### src/rtl/serial_pkg.sv
// Shared definitions for the serial front end: state encodings, idle-bit default
// and the counter sizing helper used by the serializer.
package serial_pkg;

  typedef enum logic {
    ST_IDLE  = 1'b0,
    ST_SHIFT = 1'b1
  } state_e;

  localparam logic DEFAULT_IDLE_BIT = 1'b0;

  // A counter must hold WIDTH-1; never let the width collapse to zero.
  function automatic int cnt_width(input int width);
    return (width > 2) ? $clog2(width) : 1;
  endfunction

endpackage

### src/rtl/piso_serializer.sv
// Parallel-in/serial-out stage: takes a WIDTH-bit word over valid/ready and emits
// it one registered bit per clock, with gap-free back-to-back words.
module piso_serializer
  import serial_pkg::*;
#(
  parameter int   WIDTH     = 8,
  parameter bit   MSB_FIRST = 1'b1,
  parameter logic IDLE_BIT  = DEFAULT_IDLE_BIT
) (
  input  logic             clk,
  input  logic             rst,
  input  logic             din_valid,
  input  logic [WIDTH-1:0] din,
  output logic             din_ready,
  output logic             sout,
  output logic             sout_valid,
  output logic             done,
  output logic             busy
);

  localparam int             CW       = cnt_width(WIDTH);
  localparam logic [CW-1:0]  CNT_LOAD = CW'(WIDTH - 1);

  state_e           state_q, state_d;
  logic [CW-1:0]    cnt_q;
  logic [WIDTH-1:0] shift_q;
  logic             sout_q;
  logic             sout_valid_q;
  logic             last_bit;
  logic             accept;

  function automatic logic head_bit(input logic [WIDTH-1:0] w);
    return MSB_FIRST ? w[WIDTH-1] : w[0];
  endfunction

  function automatic logic [WIDTH-1:0] advance(input logic [WIDTH-1:0] w);
    return MSB_FIRST ? {w[WIDTH-2:0], 1'b0} : {1'b0, w[WIDTH-1:1]};
  endfunction

  assign last_bit  = (state_q == ST_SHIFT) && (cnt_q == '0);
  assign din_ready = (state_q == ST_IDLE) || last_bit;
  assign accept    = din_valid && din_ready;

  always_comb begin
    state_d = state_q;
    case (state_q)
      ST_IDLE:  if (accept) state_d = ST_SHIFT;
      ST_SHIFT: if (last_bit && !accept) state_d = ST_IDLE;
      default:  state_d = ST_IDLE;
    endcase
  end

  always_ff @(posedge clk) begin
    if (rst) state_q <= ST_IDLE;
    else     state_q <= state_d;
  end

  // Counts bits still to come after the one on sout; 0 marks the last bit.
  always_ff @(posedge clk) begin
    if (rst)                                   cnt_q <= '0;
    else if (accept)                           cnt_q <= CNT_LOAD;
    else if (state_q == ST_SHIFT && cnt_q != '0) cnt_q <= cnt_q - CW'(1);
  end

  // The head bit leaves at load time, so the register holds only the remainder.
  always_ff @(posedge clk) begin
    if (rst)                       shift_q <= '0;
    else if (accept)               shift_q <= advance(din);
    else if (state_q == ST_SHIFT)  shift_q <= advance(shift_q);
  end

  always_ff @(posedge clk) begin
    if (rst) begin
      sout_q       <= IDLE_BIT;
      sout_valid_q <= 1'b0;
    end else if (accept) begin
      sout_q       <= head_bit(din);
      sout_valid_q <= 1'b1;
    end else if (state_q == ST_SHIFT && !last_bit) begin
      sout_q       <= head_bit(shift_q);
      sout_valid_q <= 1'b1;
    end else begin
      sout_q       <= IDLE_BIT;
      sout_valid_q <= 1'b0;
    end
  end

  assign sout       = sout_q;
  assign sout_valid = sout_valid_q;
  assign done       = last_bit;
  assign busy       = (state_q == ST_SHIFT);

endmodule

### config.mk
export PLATFORM = sky130hd
export DESIGN_NAME = piso_serializer
export DESIGN_NICKNAME = d
export VERILOG_FILES = /design/src/rtl/serial_pkg.sv /design/src/rtl/piso_serializer.sv
export SDC_FILE = /design/constraint.sdc
export NUM_CORES = 1
export LEC_CHECK = 0
export ABC_CLOCK_PERIOD_IN_PS = 1880
export CAP_MARGIN = 20
export CORE_AREA = 10 10 50 52
export CTS_CLUSTER_SIZE = 20
export DETAILED_ROUTE_END_ITERATION = 16
export DIE_AREA = 0 0 60 62
export GPL_TIMING_DRIVEN = 0
export HOLD_SLACK_MARGIN = 0.1
export PLACE_DENSITY = 0.74
export SLEW_MARGIN = 20
export SYNTH_ARGS = -nofsm -noshare
export SYNTH_HDL_FRONTEND = slang
export SYNTH_SLANG_ARGS = --single-unit
### constraint.sdc
create_clock -name clk -period 1.88 [get_ports clk]
set_input_delay 0.188 -clock clk [delete_from_list [all_inputs] [get_ports clk]]
set_output_delay 0.188 -clock clk [all_outputs]
set_load 0.1 [all_outputs]
==> metrics.md, run 1 <==
| Metric | Value |
|---|---|
| Die Ht | `62 um` |
| CTS tree | `done` |
| Largest net degree at the start of global routing | `11` |
| Logic pwr share | `0.316` |
| CTS max path bufs | `2` |
| First-pass GRT wire length | `2.17 mm` |
| Gr usage total | `0.0739` |
| Drt pass-1 iters | `4` |
| Worst-Margin Slew | `around 960 ps` |
| Cell Area, Placed | `~830 um2` |
| Yosys warning count | `0` |
| Area fraction of the dominant cell type after synthesis | `0.395` |
| Final Hold Vio Count | `0` |
| Setup crit end kind | `output pin` |
| Avg Inst Size Synth | `about 10 um2` |
| Post-layout min period | `1750 ps` |
| Tightest Hold Check Type | `reg -> reg` |
| Cells after synthesis | `67` |
| Seq pwr share | `0.447` |
| I/O Buffers | `15` |
| Period utilization | `0.933` |
| Top layer in use | `met3` |
| Number of global-route vias before repair | `503` |
| Area added between synthesis and finish | `29.4%` |
| Chip width | `60 um` |
| HPWL after detailed placement | `1.07 mm` |
| H-Tree Depth | `1` |
| Synth Net Count | `80` |
| Starting density of the core | `0.409` |
| Routed Antenna Nets | `0` |
| Drt wl/cell | `13.2 um` |
| Post-route insts no fill | `103` |
| Fmax | `570 MHz` |
| GP Congestion | `0.715` |
| # diodes | `0` |
| Clock group share of total power | `0.237` |
| Final hold slack | `between 400 and 500 ps` |
| Final Max Tran Viols | `0` |
| Power Density | `834 nW/um2` |
| Grt ovf | `0` |
| Clk Latency, worst-skew pair | `270 ps` |
| Sink Count | `13` |
| Worst path required time | `1690 ps` |
| # IOs | `16` |
| # setup viols final | `0` |
| Worst setup SP type | `flip-flop` |
| Psw | `0.239 mW` |
| Final routed DRC violation total | `0` |
| Run status | `finished, final reports clean` |
| Dominant cell type by area after synthesis | `dfxtp_1` |
| Design area | `853 um2` |
| Peak fanout along the critical path | `9` |
| CTS buffer count | `3` |
| DR vias | `543` |
| Max Cap Viol | `0` |
| Arrival time at the worst endpoint | `1570 ps` |
| Met3 WL | `between 50 and 60 um` |
| Setup CP Type | `reg -> out` |
| Static leakage | `0.330 nW` |
| Fin Clk Skew | `3.61 ps` |
| Sw frac | `0.336` |
| Post-synthesis sequential area ratio | `0.395` |
| Mapped Area | `659 um2` |
| Share of cells above drive strength 1 | `0.291` |
| Leading cell type in the layout, fill and taps excluded | `dfxtp_1` |
| Top_reg_cell synth | `dfxtp_1` |
| Initial antenna violation count | `0` |
| Max IR drop VDD | `approximately 0.35 mV` |
| Yosys cell types | `26` |
| Post-synth EDFFs | `0` |
| Ranking of synthesized cells by area | `dfxtp_1 39%, a211oi_2 9.5%, nor2_1 5.7%` |
| #FFs+latches synth | `13` |
| Rel. slew slack | `0.361` |
| Via density | `5.27` |
| Detailed Route WL | `1.36 mm` |
| Cell Rows | `15` |
| Clock slew at reported path FFs | `around 70 ps` |
| Synth async-reset ratio | `0` |
| Root buf cell | `clkbuf_4` |
| # placed instances | `99` |
| Unrepaired setup endpoints after global routing | `false` |
| Met2 wire length | `669 um` |
| Core ar. | `1610 um2` |
| Most frequent cells in the layout | `11 x dfxtp_1, 10 x nor2_1, 10 x clkdlybuf4s50_1, 5 x a211oi_2` |
| Nets | `100` |
| Met1 wire length | `between 600 and 700 um` |
| Postcts setup bufs | `0` |
| Internal Dissipation | `0.472 mW` |
| Initial DRC Count | `7` |
| DIE AREA | `3720 um2` |
-- state kept, by name (all words and copies together), names as in the netlist --
signal      cells
busy            1
cnt_q           3
sout_valid      1
shift_q         7
sout            1
-- stage by stage --
stage / util / TNS [ps] / setup slack, ps / total power [mW]
finish: 0.529 / 0 / 126 / 0.711
global route: 0.529 / 0 / 43.9 / 0.755
CTS: 0.526 / 0 / 26.4 / 0.719
detailed placement: 0.516 / -763 / -455 / 0.554
global placement: 0.516 / -746 / -446 / 0.549
floorplan: - / 0 / 227 / 0.494
-- final cells by class --
class | count | area (um2)
Fill cell | 156 | 761
Multi-Input combinational cell | 44 | 337
Inverter | 4 | 17.5
Tap cell | 17 | 21.3
Sequential cell | 13 | 263
Timing Repair Buffer | 15 | 143
Clock buffer | 4 | 26.3
Buffer | 6 | 46.3
-- synth_stat cells, drive strengths merged, types with 2 or more instances --
cell type / count
a211oi: 9
buf: 5
dfxtp: 13
ha: 2
inv: 4
nor2: 11
nor3: 3
nor3b: 6
nor4: 6
-- worst max-delay path: stages (launching register included) --
cell	delay [ps]
dfxtp_2	350
inv_1	50
ha_1	190
ha_1	220
nor2b_4	110
buf_6	130
inv_4	60
buf_6	180
-- cells by family (layout without fill, tap and decap cells) --
logic type,after synthesis,after routing,synth area share
flops,13,13,0.395
compound gates,11,11,0.161
buf+inv,10,29,0.0968
fa+ha+maj,2,2,0.0379
simple gates,31,31,0.309
-- power groups by stage --
stage	combinational (mW)	clock (mW)	sequential (mW)
global placement	0.226	0	0.323
CTS	0.225	0.176	0.318
floorplan	0.140	0	0.354
finish	0.225	0.169	0.318
global route	0.242	0.192	0.321
detailed placement	0.229	0	0.325
-- path summary, 6_finish.rpt --
kind                                from    endpoint  slack, ps  cells after the start
worst max-delay path            cnt_q[0]   din_ready        130                      7
worst max register to register  cnt_q[0]  shift_q[5]        310                      8
worst min register to register  cnt_q[0]    cnt_q[0]        440                      1
worst min-delay path            cnt_q[0]    cnt_q[0]        440                      1
-- per-layer routing --
| layer | track usage | vias up |
|---|---|---|
| met3 | 0.0183 | 0 |
| met4 | 0.0385 | 0 |
| met5 | 0 | - |
| li1 | - | 276 |
| met2 | 0.119 | 13 |
| met1 | 0.0883 | 254 |
-- repair_timing --
item,CTS,global route
endpoints found under the setup margin,5,1
hold buffers,0,0
gates resized for setup,14,2
gates cloned,0,0
No activity file was read; power rests on OpenSTA's default activity.
==> run 2, diff against run 1 <==
Settings changed: ABC_CLOCK_PERIOD_IN_PS 1880 to default, CORE_AREA 10 10 50 52 to 10 10 49 51, DIE_AREA 0 0 60 62 to 0 0 59 61, PLACE_DENSITY 0.74 to 0.77.
==> run 2 against run 1 <==
Clock skew increased by 1.7 ps. First-iteration DRC count decreased by 14%. Final cell count decreased by 0.97%. Critical path depth unchanged. Sequential share of layout area about the same. Worst setup slack got worse by 20 ps. Via count unchanged. Sequential cell count unchanged. Routed wire length increased by 5.9%. Die area decreased by 3.3%. Largest cell class unchanged.
==> metrics.md, run 2 (synthesis gave the netlist of run 1 again) <==
| Metric | Value |
|---|---|
| TNS Setup | `0 ps (unchanged)` |
| Final Max Tran Viols | `0 (unchanged)` |
| Core ar. | `1470 um2 (-8.8%)` |
| Most frequent cells in the layout | `11 x dfxtp_1, 10 x nor2_1, 10 x clkdlybuf4s50_1, 5 x a211oi_2` |
| Area added between synthesis and finish | `29.2%` |
| Unrepaired setup endpoints after global routing | `false` |
| Via density | `5.32 (+0.98%)` |
| Max FFs per register | `7 (unchanged)` |
| CTS tree | `done` |
| Clk Latency, worst-skew pair | `280 ps (about the same)` |
| Fin Clk Skew | `5.26 ps (+1.65 ps)` |
| Power, Total | `0.725 mW (+1.9%)` |
| Met2 Resource Use GR | `0.143 (+0.0235)` |
| Clock slew at reported path FFs | `80 ps (about the same)` |
| # diodes | `0 (unchanged)` |
| Die Ht | `61 um (-1.6%)` |
| Largest reg by FF count | `shift_q` |
| Max Cap Viol | `0 (unchanged)` |
| Largest stage delay, worst path | `350 ps (about the same)` |
| Final routed DRC violation total | `0 (unchanged)` |
| Gr usage total | `0.0877 (+0.0138)` |
| CTS buffer count | `3 (unchanged)` |
| Cell family contributing the most delay on the critical path | `buffers and inverters` |
| Fmax | `564 MHz (-1.1%)` |
| Worst-Margin Slew | `960 ps (-1.76 ps)` |
| Met1 Use GR | `0.0938 (+0.00552)` |
| Worst path required time | `1690 ps (about the same)` |
| First-pass GRT wire length | `2.46 mm (+13%)` |
| Routed Antenna Nets | `0 (unchanged)` |
| Setup crit end kind | `output pin` |
| Share of cells above drive strength 1 | `0.291 (unchanged)` |
| Crit-path slowest cell | `dfxtp_2` |
| Grt ovf | `0 (unchanged)` |
| Cell Rows | `14 (-1)` |
| Global route hottest layer | `met2` |
| Met3 usage | `0.0501 (+0.0318)` |
| Final Hold Vio Count | `0 (unchanged)` |
| Biggest regs | `shift_q x7, cnt_q x3` |
| Period utilization | `0.944 (+0.0107)` |
| Post-layout min period | `1770 ps (+20.1 ps)` |
| # IOs | `16 (unchanged)` |
| Drt wl/cell | `14.1 um (+6.9%)` |
| Detailed Route WL | `1.44 mm (+5.9%)` |
| # setup viols final | `0 (unchanged)` |
| DR vias | `543 (unchanged)` |
| Initial antenna violation count | `0 (unchanged)` |
| Critical-path cell list | `inv_1, ha_1, ha_1, nor2b_4, buf_6, inv_4, buf_6` |
| Setup CP Type | `reg -> out` |
| Tightest Hold Check Type | `reg -> reg` |
| Rel. slew slack | `0.363 (+0.00117)` |
| Chip width | `59 um (-1.7%)` |
| HPWL after detailed placement | `1.08 mm (+1.4%)` |
| Max IR drop VDD | `0.482 mV (+37%)` |
| GP Congestion | `0.760 (+6.3%)` |
| Number of global-route vias before repair | `542 (+7.8%)` |
| CTS max path bufs | `2 (unchanged)` |
| Leading cell type in the layout, fill and taps excluded | `dfxtp_1` |
| Worst setup SP type | `flip-flop` |
| Static leakage | `0.330 nW (unchanged)` |
| H-Tree Depth | `1 (unchanged)` |
| Sink Count | `13 (unchanged)` |
| Largest net degree at the start of global routing | `11 (unchanged)` |
| Initial DRC Count | `6 (-1)` |
| Nets | `100 (unchanged)` |
| DIE AREA | `3600 um2 (-3.3%)` |
| Arrival time at the worst endpoint | `1590 ps (+20 ps)` |
| Power Density | `850 nW/um2 (+2.0%)` |
| WP buf/inv | `4 (unchanged)` |
| Peak fanout along the critical path | `9 (unchanged)` |
| Run status | `finished, final reports clean` |
| Postcts setup bufs | `0 (unchanged)` |
| I/O Buffers | `15 (unchanged)` |
| Starting density of the core | `0.448 (+0.0396)` |
| Root buf cell | `clkbuf_4` |
| Drt pass-1 iters | `4 (unchanged)` |
==> run 2: cell counts in the layout (fill, tap and decap cells not counted) <==
No cell type changed its count.
==> run 2: cell type report <==
class	instances	area (um2)
Buffer	6	46.3
Clock buffer	4	26.3
Fill cell	145	619
Inverter	4	17.5
Multi-Input combinational cell	44	337
Sequential cell	13	263
Tap cell	16	20.0
Timing Repair Buffer	15	143
==> run 2: worst register-to-register path: cells and delay by family, from the launching register on <==
kind,cells,cell delay (ps)
AO/OA/AOI/OAI,1,250
flip-flops,1,350
AND/OR/NAND/NOR,2,200
buffers and inverters,3,250
adder cells (fa/ha/maj),2,410
==> run 2: through the flow <==
step	utilization	std cells	worst slack [ps]	hold WS [ps]	instance area, um2
global placement	0.565	98	-456	449	832
floorplan	-	67	227	266	662
CTS	0.578	102	38.7	462	851
detailed placement	0.565	98	-476	449	832
global route	0.579	102	24.8	459	852
finish	0.579	102	106	447	852
==> run 2: final timing paths <==
| path | start | endpoint | slack (ps) | cells past startpoint |
|---|---|---|---|---|
| max reg2reg | cnt_q[0] | shift_q[5] | 300 | 8 |
| max | cnt_q[0] | din_ready | 110 | 7 |
| min | cnt_q[0] | cnt_q[0] | 450 | 1 |
| min reg2reg | cnt_q[0] | cnt_q[0] | 450 | 1 |
==> run 2: layer usage <==
layer  routed length [um]  share of wire  up-vias
li1                     -              -      279
met1                  595           0.41      250
met2                  699           0.49       12
met3                  129          0.090        2
met4                   13         0.0090        0
met5                    0              0        -
==> run 2: where the power goes <==
group	internal, mW	leakage [nW]	switching [mW]	total [mW]
combinational	0.0879	0.207	0.138	0.226
clock	0.0824	0.0150	0.0982	0.181
sequential	0.302	0.108	0.0158	0.318
total	0.473	0.330	0.252	0.725
==> run 2: timing repair <==
action | CTS | global route
hold buffers | 0 | 0
pin swaps | 0 | 0
setup endpoints to repair | 5 | 1
cloned | 0 | 0
gates resized for setup | 15 | 1
